File: src/rtl/rename_regfile_pkg.sv
// Shared widths for the rename register file, ROB and decoder.
// Operand lookup result type is shared by both read ports.
package rename_regfile_pkg;

    localparam int unsigned ROB_WIDTH_BIT = 4;
    localparam int unsigned REG_NUM       = 32;
    localparam int unsigned REG_W         = 5;
    localparam int unsigned XLEN          = 32;

    typedef logic [XLEN-1:0]  word_t;
    typedef logic [REG_W-1:0] reg_id_t;

endpackage

File: src/rtl/rename_regfile_read_port.sv
// Operand lookup for one decoder source: register value, same-cycle commit
// bypass, ROB forwarding, or a pending ROB tag.
module regfile_read_port
    import rename_regfile_pkg::*;
#(
    parameter int unsigned ROB_W = ROB_WIDTH_BIT
) (
    input  logic [REG_W-1:0] src,
    input  logic             src_busy,
    input  logic [ROB_W-1:0] src_tag,
    input  logic [XLEN-1:0]  src_val,
    input  logic             commit_en,
    input  logic [ROB_W-1:0] commit_tag,
    input  logic [XLEN-1:0]  commit_val,
    output logic [ROB_W-1:0] rob_id,
    input  logic             rob_ready,
    input  logic [XLEN-1:0]  rob_val,
    output logic             q_ready,
    output logic [XLEN-1:0]  q_val,
    output logic [ROB_W-1:0] q_tag
);

    always_comb begin
        rob_id  = '0;
        q_ready = 1'b1;
        q_val   = '0;
        q_tag   = '0;
        if (src != '0) begin
            if (!src_busy) begin
                q_val = src_val;
            end else begin
                rob_id = src_tag;
                // the producer retiring this very cycle has not reached the array yet
                if (commit_en && commit_tag == src_tag) begin
                    q_val = commit_val;
                end else if (rob_ready) begin
                    q_val = rob_val;
                end else begin
                    q_ready = 1'b0;
                    q_tag   = src_tag;
                end
            end
        end
    end

endmodule

File: src/rtl/rename_regfile.sv
// Architectural register file with rename tags: applies ROB commits and
// renames, and resolves decoder operands to a value or a pending ROB tag.
module rename_regfile
    import rename_regfile_pkg::*;
#(
    parameter int unsigned ROB_W   = ROB_WIDTH_BIT,
    parameter int unsigned REG_NUM = rename_regfile_pkg::REG_NUM
) (
    input  logic             clk_in,
    input  logic             rst_n_in,
    input  logic             rdy_in,
    input  logic             clear_flag,
    input  logic [REG_W-1:0] write_reg_id,
    input  logic [XLEN-1:0]  write_val,
    input  logic [ROB_W-1:0] write_ROB_id,
    input  logic [REG_W-1:0] new_reg_id,
    input  logic [ROB_W-1:0] new_ROB_id,
    input  logic [REG_W-1:0] dec_rs1,
    input  logic [REG_W-1:0] dec_rs2,
    output logic [ROB_W-1:0] rob_rs1_id,
    input  logic             rob_rs1_ready,
    input  logic [XLEN-1:0]  rob_rs1_val,
    output logic [ROB_W-1:0] rob_rs2_id,
    input  logic             rob_rs2_ready,
    input  logic [XLEN-1:0]  rob_rs2_val,
    output logic             q1_ready,
    output logic [XLEN-1:0]  q1_val,
    output logic [ROB_W-1:0] q1_tag,
    output logic             q2_ready,
    output logic [XLEN-1:0]  q2_val,
    output logic [ROB_W-1:0] q2_tag
);

    logic [XLEN-1:0]  val  [REG_NUM];
    logic             busy [REG_NUM];
    logic [ROB_W-1:0] tag  [REG_NUM];

    logic commit_en;
    assign commit_en = (write_reg_id != '0);

    // Commit, then rename, then flush: later steps override earlier ones.
    always_ff @(posedge clk_in or negedge rst_n_in) begin
        if (!rst_n_in) begin
            for (int unsigned i = 0; i < REG_NUM; i++) begin
                val[i]  <= '0;
                busy[i] <= 1'b0;
                tag[i]  <= '0;
            end
        end else if (rdy_in) begin
            if (commit_en) begin
                val[write_reg_id] <= write_val;
                // a stale commit of an overwritten rename keeps the newer tag busy
                if (tag[write_reg_id] == write_ROB_id) begin
                    busy[write_reg_id] <= 1'b0;
                    tag[write_reg_id]  <= '0;
                end
            end
            if (new_reg_id != '0 && !clear_flag) begin
                busy[new_reg_id] <= 1'b1;
                tag[new_reg_id]  <= new_ROB_id;
            end
            if (clear_flag) begin
                for (int unsigned i = 0; i < REG_NUM; i++) begin
                    busy[i] <= 1'b0;
                    tag[i]  <= '0;
                end
            end
        end
    end

    regfile_read_port #(.ROB_W(ROB_W)) u_rs1 (
        .src        (dec_rs1),
        .src_busy   (busy[dec_rs1]),
        .src_tag    (tag[dec_rs1]),
        .src_val    (val[dec_rs1]),
        .commit_en  (commit_en),
        .commit_tag (write_ROB_id),
        .commit_val (write_val),
        .rob_id     (rob_rs1_id),
        .rob_ready  (rob_rs1_ready),
        .rob_val    (rob_rs1_val),
        .q_ready    (q1_ready),
        .q_val      (q1_val),
        .q_tag      (q1_tag)
    );

    regfile_read_port #(.ROB_W(ROB_W)) u_rs2 (
        .src        (dec_rs2),
        .src_busy   (busy[dec_rs2]),
        .src_tag    (tag[dec_rs2]),
        .src_val    (val[dec_rs2]),
        .commit_en  (commit_en),
        .commit_tag (write_ROB_id),
        .commit_val (write_val),
        .rob_id     (rob_rs2_id),
        .rob_ready  (rob_rs2_ready),
        .rob_val    (rob_rs2_val),
        .q_ready    (q2_ready),
        .q_val      (q2_val),
        .q_tag      (q2_tag)
    );

endmodule

File: config.mk
export PLATFORM = sky130hd
export DESIGN_NAME = rename_regfile
export DESIGN_NICKNAME = d
export VERILOG_FILES = /design/src/rtl/rename_regfile_pkg.sv /design/src/rtl/rename_regfile_read_port.sv /design/src/rtl/rename_regfile.sv
export SDC_FILE = /design/constraint.sdc
export NUM_CORES = 2
export LEC_CHECK = 0
export CAP_MARGIN = 20
export CORE_MARGIN = 5
export CORE_UTILIZATION = 51
export CTS_CLUSTER_DIAMETER = 150
export DETAILED_ROUTE_END_ITERATION = 12
export GPL_TIMING_DRIVEN = 1
export PLACE_DENSITY = 0.77
export SKIP_CTS_REPAIR_TIMING = 1
export SLEW_MARGIN = 20
export SYNTH_ARGS = -nofsm -noshare
export SYNTH_HDL_FRONTEND = slang
export SYNTH_HIERARCHICAL = 1
export SYNTH_SLANG_ARGS = --single-unit
File: constraint.sdc
create_clock -name clk_in -period 15.9 [get_ports clk_in]
set_input_delay 3.18 -clock clk_in [delete_from_list [all_inputs] [get_ports clk_in]]
set_output_delay 3.18 -clock clk_in [all_outputs]
set_load 0.02 [all_outputs]
==> flow_summary_export.csv <==
group,metric,value,unit
status,status,"finished, final reports clean",
clock_tree,clk_latency,0.76,ns
synth,syn_nets,4558,
floorplanning,die_x,372,um
sta,fin_tns_setup,0,ns
critical_path,timing.rr.start,"tag[92]",
synth,synth_top_area_share,44.3,%
critical_path,startpoint_type,"input port",
synth,syn_inst,4428,
critical_path,worst_ep_arrival_time,8.23,ns
synth,ys_types,52,
route,wl,203000,um
clock_tree,clkSlewWorstSetupHoldPaths,0.06,ns
synth,synth-seq-cells,1184,
finish,fillerInstances,9996,
global_route,grt_max_degree,182,
floorplanning,io_pins,212,
critical_path,end_kind,"primary output",
clock_tree,root_buffer,"clkbuf_16",
synth,ys.flop_type,"dfrtp_1",
finish,drive_above_1_share,49.9,%
sta,tightest_slew,1.18,ns
critical_path,path_max_fanout,46,
sta,setup_viol,0,
route,avgRoutedWirePerCell,32.6,um
worst_hold_path,min_path_type,"flip-flop to flip-flop",
place,portBuffers,211,
floorplanning,die_h,372,um
route,vias,43847,
sta,fmax,87.6,MHz
sta,final.setup_skew,0.0306,ns
clock_tree,cts_tree,"done",
synth,synthArstFlopShare,100,%
sta,finalMaxSlewViolations,0,
worst_hold_path,min_to,"val[1022]",
sta,rsz0062_at_grt,"false",
sta,slew-limit-headroom,21.3,%
worst_hold_path,min_path_cells,0,
clock_tree,cts_buffer_depth,3,
clock_tree,clock_sinks,1184,
floorplanning,coreArea,131000,um^2
critical_path,r2r_end,"tag[7]",
critical_path,r2r_cells,7,
job,drv_cap,0,
floorplanning,dieArea,139000,um^2
synth,yosysTopAreaCell,"dfrtp_1",
pwr,p_comb_share,22.7,%
pwr,p_int,0.00649,W
route,initialDrtViolationCount,5252,
finish,layout_commonest_cell,"dfrtp_1",
global_route,grt_overflow_total,0,
finish,area_delta_synth_final,11.1,%
sta,fin_crit,11.41,ns
global_route,grt_pass1_wl,302000,um
pwr,pwr-share-seq,44.1,%
sta,setup_slack,4.49,ns
clock_tree,cts_inserted_buffers,119,
synth,synth_area,66900,um^2
place,place_ws,4.43,ns
route,dr.pass1.iters,9,
synth,syn-mean-instance-area,15.1,um^2
clock_tree,htreeDepth,3,
route,vias_per_cell,7.05,
pwr,p_sw,0.00250,W
global_route,grt_pass1_vias,45380,
global_route,antenna_found_initial,4,
synth,synth_edf_count,0,
floorplanning,num_rows,133,
pwr,ir_drop,0.0990,mV
critical_path,r2r_setup_slack,12.39,ns
pwr,leakagePower,30.5,nW
pwr,power.density,121,nW/um^2
synth,synthTopCellsByArea,"dfrtp_1 (44%), mux4_2 (25%), mux2_2 (18%)",
finish,final_util,56.8,%
synth,synth_warnings,6,
floorplanning,start_util,51.1,%
finish,nets,4487,
pwr,switching_share,27.8,%
global_route,grt_usage,29.3,%
place,dp_hpwl,114000,um
pwr,p_clk_share,33.2,%
synth,ys_seq_area_share,44.3,%
worst_hold_path,min_from,"val[1022]",
sta,final.period_utilization,71.8,%
sta,finalHoldViolCount,0,
finish,mostFrequentLayoutCells,"dfrtp_1 (1184), mux2_2 (1064), mux4_2 (756)",
critical_path,worst_ep_required_time,12.72,ns
place,place.gp.congestion,0.909,
route,drc_errors,0,
critical_path,worstSetupPathType,"input port to primary output",
route,drtAntennaViolNets,0,
==> cell families after synthesis <==
family                 count (synthesis)  synth area share (%)
multiplexers                        1918                  44.8
AND/OR/NAND/NOR                      377                  3.49
XOR/XNOR                               2                0.0262
buffers and inverters                524                  3.19
flip-flops                          1184                  44.3
AO/OA/AOI/OAI                        423                  4.21
==> critical path: stages <==
cell and delay (ns):
buf_8 0.42, buf_4 0.72, mux4_2 0.59, mux4_2 0.46, mux2_2 0.30, inv_1 0.17, o2111ai_1 0.18, a2111oi_4 0.39
buf_4 0.63, mux2i_1 0.17, a21oi_1 0.18, clkdlybuf4s50_1 0.64
==> synthesized netlist by cell type (6+ instances only) <==
| cell | count |
|---|---|
| nand2_1 | 55 |
| nor3_1 | 13 |
| mux2_2 | 1066 |
| and3_1 | 10 |
| nand3_4 | 10 |
| buf_12 | 7 |
| and2_1 | 71 |
| nand3_1 | 9 |
| nand3b_1 | 67 |
| o21a_1 | 16 |
| o21ai_0 | 100 |
| nor2_1 | 71 |
| o21ai_1 | 50 |
| buf_2 | 8 |
| inv_1 | 28 |
| nand2b_1 | 15 |
| nor4_1 | 6 |
| dfrtp_1 | 1184 |
| buf_1 | 83 |
| mux4_2 | 756 |
| nor3_2 | 12 |
| a22oi_1 | 81 |
| nor2b_1 | 13 |
| mux2i_1 | 96 |
| clkbuf_1 | 390 |
| a32o_1 | 64 |
| a21oi_1 | 85 |
==> state kept, by name (all words and copies together) (netlist names) <==
register	cells
tag	128
val	1024
busy	32
==> through the flow <==
step / total power (W) / instances / area, um^2 / hold WS [ns]
after CTS: 0.00899 / 6213 / 74400 / 0.396
final: 0.00898 / 6216 / 74300 / 0.396
after global routing: 0.00933 / 6215 / 74300 / 0.408
after floorplan: 0.00534 / 4428 / 66900 / 0.441
after detailed placement: 0.00602 / 5989 / 70200 / 0.383
after global placement: 0.00591 / 5989 / 70200 / 0.376
==> power groups by stage <==
stage	clock network [W]	registers, W	logic, W
3_3_place_gp	0	0.00393	0.00198
2_1_floorplan	0	0.00384	0.00150
6_report	0.00299	0.00396	0.00204
3_5_place_dp	0	0.00398	0.00203
5_1_grt	0.00314	0.00401	0.00217
4_1_cts	0.00301	0.00394	0.00204
==> per-layer routing <==
layer	part of all wire (%)	global-route usage (%)	routed length (um)
met1	38	39.9	77200
met4	4.8	12.3	9770
met3	11	7.69	21300
met2	46	45.2	94100
met5	0.013	0	27
==> layout make-up <==
class	instances	area (um^2)	share of cell area [%]
Timing Repair Buffer	303	2820	3.79
Multi-Input combinational cell	2720	35400	47.6
Clock buffer	170	3510	4.72
Sequential cell	1184	29600	39.9
Antenna cell	1	2.50	0.00337
Clock inverter	54	656	0.882
Inverter	29	109	0.146
Tap cell	1755	2200	2.95
==> worst max-delay path by stage <==
| stage | endpoint | start |
|---|---|---|
| after floorplan | q1_val[10] | dec_rs1[0] |
| after global placement | q1_val[22] | dec_rs1[0] |
| after detailed placement | q2_val[17] | dec_rs2[0] |
| after CTS | q2_val[17] | dec_rs2[0] |
| after global routing | q1_val[19] | dec_rs1[0] |
| final | q2_val[17] | dec_rs2[0] |
Power figures use the tool's default switching activity.
